File: src/rtl/imem_boot_ctrl.sv
// Instruction-memory boot controller: streams a program into IMEM while the core is held in
// reset, drains for DRAIN_CYC cycles, then releases the core. Bad lengths and stalls park in ERR.
module imem_boot_ctrl #(
  parameter int unsigned DEPTH     = 1024,
  parameter int unsigned TIMEOUT   = 255,
  parameter int unsigned DRAIN_CYC = 4
) (
  input  logic        clk,
  input  logic        rst,
  input  logic        load_req,
  input  logic [10:0] prog_len,
  input  logic        s_valid,
  input  logic [31:0] s_data,
  output logic        s_ready,
  output logic        start,
  output logic        enable_inst_in,
  output logic [31:0] ADDRESS,
  output logic [31:0] INSTRUCTION,
  output logic        core_rst_n,
  output logic        busy,
  output logic        done,
  output logic        err
);

  localparam int unsigned CNT_W = (DEPTH > 1) ? $clog2(DEPTH) : 1;
  localparam int unsigned TMO_W = $clog2(TIMEOUT + 2);
  localparam int unsigned DRN_W = $clog2(DRAIN_CYC + 2);

  typedef enum logic [2:0] {
    S_IDLE,
    S_LOAD,
    S_DRAIN,
    S_RUN,
    S_ERR
  } state_e;

  state_e           state_q, state_d;
  logic [CNT_W-1:0] cnt_q, cnt_d;
  logic [CNT_W-1:0] last_q, last_d;
  logic [TMO_W-1:0] tmo_q, tmo_d;
  logic [DRN_W-1:0] drn_q, drn_d;
  logic             start_q, start_d;
  logic [31:0]      addr_q, addr_d;
  logic [31:0]      instr_q, instr_d;
  logic             beat;
  logic             len_ok;

  always_comb begin
    // NOTE: every always_comb target gets a default first so no path can infer a latch.
    state_d = state_q;
    cnt_d   = cnt_q;
    last_d  = last_q;
    tmo_d   = tmo_q;
    drn_d   = drn_q;
    start_d = 1'b0;
    addr_d  = addr_q;
    instr_d = instr_q;
    beat    = (state_q == S_LOAD) && s_valid;
    len_ok  = (prog_len != 11'd0) && ({21'd0, prog_len} <= DEPTH);

    unique case (state_q)
      S_IDLE, S_RUN, S_ERR: begin
        if (load_req) begin
          if (len_ok) begin
            state_d = S_LOAD;
            // The last word index is kept instead of the length; it always fits the counter.
            last_d  = CNT_W'(prog_len - 11'd1);
            cnt_d   = '0;
            tmo_d   = '0;
          end else begin
            state_d = S_ERR;
          end
        end
      end
      S_LOAD: begin
        if (beat) begin
          start_d = 1'b1;
          addr_d  = 32'({cnt_q, 2'b00});
          instr_d = s_data;
          tmo_d   = '0;
          if (cnt_q == last_q) begin
            state_d = S_DRAIN;
            drn_d   = '0;
          end else begin
            cnt_d = cnt_q + 1'b1;
          end
        end else begin
          tmo_d = tmo_q + 1'b1;
          if (tmo_q == TMO_W'(TIMEOUT - 1)) state_d = S_ERR;
        end
      end
      S_DRAIN: begin
        if (drn_q == DRN_W'(DRAIN_CYC - 1)) state_d = S_RUN;
        else                                drn_d   = drn_q + 1'b1;
      end
      default: state_d = S_IDLE;
    endcase
  end

  // NOTE: sequential state uses non-blocking assignments so all flops update together.
  always_ff @(posedge clk or posedge rst) begin
    if (rst) begin
      state_q <= S_IDLE;
      cnt_q   <= '0;
      last_q  <= '0;
      tmo_q   <= '0;
      drn_q   <= '0;
      start_q <= 1'b0;
      addr_q  <= '0;
      instr_q <= '0;
    end else begin
      state_q <= state_d;
      cnt_q   <= cnt_d;
      last_q  <= last_d;
      tmo_q   <= tmo_d;
      drn_q   <= drn_d;
      start_q <= start_d;
      addr_q  <= addr_d;
      instr_q <= instr_d;
    end
  end

  assign s_ready        = (state_q == S_LOAD);
  assign busy           = (state_q == S_LOAD) || (state_q == S_DRAIN);
  assign done           = (state_q == S_RUN);
  assign err            = (state_q == S_ERR);
  assign core_rst_n     = (state_q == S_RUN);
  assign enable_inst_in = (state_q != S_RUN);
  assign start          = start_q;
  assign ADDRESS        = addr_q;
  assign INSTRUCTION    = instr_q;

endmodule

File: config.mk
export PLATFORM = sky130hd
export DESIGN_NAME = imem_boot_ctrl
export DESIGN_NICKNAME = d
export VERILOG_FILES = /design/src/rtl/imem_boot_ctrl.sv
export SDC_FILE = /design/constraint.sdc
export NUM_CORES = 1
export LEC_CHECK = 0
export ABC_CLOCK_PERIOD_IN_PS = 6720
export BUFFER_PORTS_ARGS = -buffer_cell sky130_fd_sc_hd__buf_2
export CAP_MARGIN = 40
export CORE_ASPECT_RATIO = 0.9
export CORE_MARGIN = 2
export CORE_UTILIZATION = 50
export DETAILED_ROUTE_END_ITERATION = 16
export PLACE_DENSITY = 0.84
export SLEW_MARGIN = 15
export SYNTH_ARGS = -nofsm -noshare
export SYNTH_HDL_FRONTEND = slang
export SYNTH_SLANG_ARGS = --single-unit
File: constraint.sdc
create_clock -name clk -period 6.72 [get_ports clk]
set_clock_uncertainty 0.2 [all_clocks]
set_input_delay 1.344 -clock clk [delete_from_list [all_inputs] [get_ports clk]]
set_output_delay 1.344 -clock clk [all_outputs]
set_load 0.01 [all_outputs]
Word level (Yosys, flattened, before mapping)
Index checks and enable logic that the tools add are counted.
Word-level totals
  flip-flop bits (word level): 78
  bits of input ports: 47
  output and inout port bits: 71
Cells by class
  add/subtract/negate cells: 4
  order comparisons: 1
  eq/ne operators: 17
  muxes and demuxes: 22
  reduce and logical (&&, ||, !) cells: 14
Operators with widths (number)
  two-way mux 10 bit: 4
  two-way mux 3 bit: 9
  two-way mux 9 bit: 3
  case mux 10 bit (2 select lines): 1
  case mux 9 bit (2 select lines): 1
  less-or-equal comparator 11 bit (second input constant): 1
  nonzero test 11 bit: 1
  adder 10 x 1 -> 10 bit (second input constant): 1
  equality test 10 bit: 1
  inequality test 2 bit (second input constant): 5
  subtractor 10 x 1 -> 10 bit (second input constant): 1
  adder 9 x 1 -> 9 bit (second input constant): 1
  equality test 3 x 2 -> 1 bit (second input constant): 3
  equality test 9 x 8 -> 1 bit (second input constant): 1
  case mux 3 bit (3 select lines): 1
  AND reduction 4 bit: 2
  inequality test 3 x 2 -> 1 bit (second input constant): 2
  case mux 3 bit (2 select lines): 1
  AND reduction 3 bit: 2
  AND reduction 5 bit: 1
  inequality test 2 x 1 -> 1 bit (second input constant): 2
  nonzero test 2 bit: 2
  adder 3 x 1 -> 3 bit (second input constant): 1
  equality test 3 x 1 -> 1 bit (second input constant): 1
  8 further kinds: 10

Depth between registers and ports, before layout
  word-level depth: 5
  depth in mapped cells: 9
  gate-level depth less buffers: 7

Worst setup path before layout
No wires, ideal clock.
  path type: input-to-reg
  from: in prog_len[0]
  to: reg cnt_q[9]
  setup time: 0.126 ns
  arrival: 3.057 ns
  data required time: 6.394 ns
  slack: 3.337 ns
  stages: 9
  buffers on the path: 2
  cell sequence: inv_1 > ha_1 > nor4b_2 > and4_1 > buf_2 > o22a_1 > buf_6 > a2111o_1 > a221o_1
Between the ends
  word-level cells in the longest chain between the ends: 4
  elaborated cells between the ends (all ways): 5
  classes of those cells: order compare (1); eq/ne (1); reduce/logical (3)
Ends and longest elaborated chain
  from (decl): RTL line 11  | input logic [10:0] prog_len,
  less-or-equal comparator 11 bit / nonzero test 11 bit (equally long branches): RTL line 59  | len_ok = (prog_len != 11'd0) && ({21'd0, prog_len} <= DEPTH);
  logical AND 1 bit *: RTL line 59
  inequality test 2 bit (no line) *
  AND reduction 5 bit (no line) *
  to (signal assigned): RTL line 113  | cnt_q <= cnt_d;
  to (decl): RTL line 38  | logic [CNT_W-1:0] cnt_q, cnt_d;
Every way passes the cells marked *; elsewhere a longest branch is shown, timed or not.
A chain may end at the register's enable or synchronous reset.

Final worst setup path
  from: in prog_len[0]
  to: reg cnt_q[1]
Same word-level chain as after synthesis.

==> impl_metrics.toml <==
[detailed_routing]
drc = 0
vias = 2933
vias_per_cell = 5.313
drtIter0Drc = 213
dr.pass1.iters = 4
drtAntennaViolNets = 0
routed_wl_um = 7900
wire_per_inst_um = 14.31

[synthesis]
synth_most_common_cell = "dfrtp_1"
syn_area_per_cell_um2 = 11.12
ys.flop_type = "dfrtp_1"
synthCells = 357
ys_top_cells_by_area = "dfrtp_1 (49%), mux2_2 (13%), buf_4 (4.4%), xnor2_1 (3.8%), nor2_1 (2.4%)"
synthArstFlopShare_pct = 100.0
seq_area_frac_synth_pct = 49.18
synth-seq-cells = 78
synth_cell_types = 48
synth-edff-count = 0
ys_warn_count = 0
yosysTopAreaCellShare_pct = 49.18
synthTopCellsByCount = "dfrtp_1 (78), mux2_2 (47), nor2_1 (25)"
synth_top_area_cell = "dfrtp_1"
syn_area_mm2 = 0.003969

[clock_network]
cts_buffer_depth = 2
htreeDepth = 3
cts_root_buf = "clkbuf_8"
clkTransAtPathRegs_ps = 80
cts_setup_buffers = 0
ctsHoldBuffers = 0
cts_resized = 0
clock-sinks = 78
numCtsBuffers = 9
cts_tree = "yes"
clk_latency_ps = 350

[floorplan]
fp.dieH_um = 88.52
start_util_pct = 52.09
pin_count = 118
dieArea_mm2 = 0.008667
die_w_um = 97.91
fp-row-count = 30
core_area_mm2 = 0.007620

[setup_path]
reg2reg_depth = 6
critPathArrivalTime_ps = 3470
critPathMaxStageDelay_ps = 640
crit_cells = 8
path_cells = "buf_2, inv_1, ha_1, nor4b_2, a31oi_2, o22a_1, a2111oi_4, mux2i_1"
cpMaxStageDelayCell = "a2111oi_4"
required_ps = 6790
r2r_start = "state_q[0]"
crit_path_start = "prog_len[0]"
path_buf_inv = 2
end_kind = "register"
cpLargestDelayFamily = "compound AO/OA/AOI/OAI gates"
path_class = "in -> reg"
cp-start-kind = "input pin"
cp_max_fo = 10

[global_route]
grt_overflow = 0
grt_use_total_pct = 18.67
grt_max_degree = 55
top_usage_layer = "met2"
grtUsageMet2_pct = 32.75
grt_use_met1_pct = 22.57
grt_pass1_vias = 2794
grt_antenna_before_repair = 0
grt_pass1_wl_um = 13030
met3_usage_pct = 5.766

[timing]
tightest_slew_ps = 1040
fin_crit_ps = 3399
maxSlewHeadroom_pct = 30.69
holdWs_ps = 282.1
fin_setup_tns_ps = 0
min_period_over_period_pct = 50.58
grt_setup_unrepaired = "false"
setup_viol = 0
hold_viol = 0
finalWorstSetupSlack_ps = 3321
max_freq_mhz = 294.2
slew_viol_final = 0

[pwr]
p_leak_nw = 2.204
power_density_mw_per_mm2 = 406.9
ir_drop_mv = 0.2525

[placed_design]
hpwlAfterDp_um = 5829
portBuffers = 95
dp_slack_ps = 2952
finalWeightedCongestion = 0.8822

[cells_and_area]
nFillCells = 651
drive_above_1_share_pct = 37.72
nets = 505
insertedDiodeCount = 0
area_growth_pct = 17.53

[hold_path]
hold_class = "reg -> reg"
holdPathStages = 1
worstHoldStart = "tmo_q[8]"

[run]
cap_viol_max_count = 0

[outcome]
status = "complete, no violations"
## area by class of cell
cell class                 count  area (um2)  share of cell area (%)
sequential                    78        1952                   41.85
tap                           96       120.1                   2.575
multi-input combinational    250        1804                   38.68
inverter                      13       48.80                   1.046
clock inverter                 6       86.33                   1.851
timing repair buffer          99       525.5                   11.27
clock buffer                  10       127.6                   2.736
## state kept, by name (all words and copies together), names as in the netlist
| name | cells |
|---|---|
| INSTRUCTION | 32 |
| ADDRESS | 10 |
| cnt_q | 10 |
| last_q | 10 |
| tmo_q | 9 |
| drn_q | 3 |
| state_q | 3 |
| start | 1 |
## per-layer routing
layer / routed length [um] / vias to the layer above
met2: 4107 / 93
met5: 0 / -
met4: 97 / 0
met3: 381 / 11
li1: - / 1420
met1: 3312 / 1409
## final timing paths
path	to	slack [ps]
min in group asynchronous	INSTRUCTION[6]	840
worst min-delay path	tmo_q[8]	280
worst max register to register	drn_q[0]	3830
max in group asynchronous	ADDRESS[4]	4900
worst max-delay path	cnt_q[1]	3320
worst min register to register	tmo_q[8]	280
## logic make-up after synthesis
| family | Yosys count | synth area share, % |
|---|---|---|
| xor gates and xnor gates | 19 | 4.193 |
| buffers and inverters | 50 | 7.346 |
| adders and majority gates | 7 | 2.207 |
| DFF | 78 | 49.18 |
| muxes | 48 | 13.59 |
| AOI/OAI and AO/OA | 66 | 11.29 |
| other | 1 | 0.09449 |
| and+or+nand+nor | 88 | 12.11 |
## layout by cell type (no fill, tap or decap), drive strengths merged, types with 6 or more instances in the layout
cell type  Yosys  routed
conb           1      22
nand3         11      11
nand2         12      12
o21ai         14      14
buf           30      99
a21oi         16      16
inv           13      13
mux2          47      47
a31oi         14      14
dfrtp         78      78
clkbuf         7      10
nor3           8       8
o31ai          6       6
xnor2         17      17
ha             7       7
nor2          25      25
nand4          6       6
nand2b         7       7
## worst register-to-register path: stages (launching register included)
cell and delay, ps:
dfrtp_1 570, nor3b_2 230, buf_4 230, nand2_1 350, inv_2 670, a21oi_1 210, mux2_2 310
## where the power goes
group	internal (mW)	switching (mW)	total (mW)
clock network	0.209	0.171	0.380
logic	0.363	0.397	0.760
registers	0.638	0.121	0.759
## stage by stage
stage | util [%] | total power [mW] | instances | area, um2
after floorplan | - | 1.296 | 378 | 4048
after global placement | 57.95 | 1.488 | 534 | 4415
after detailed placement | 58.41 | 1.536 | 536 | 4451
after CTS | 61.22 | 1.916 | 552 | 4664
after global routing | 61.22 | 2.029 | 552 | 4664
final | 61.22 | 1.898 | 552 | 4664
(Power assumes the default switching activity.)
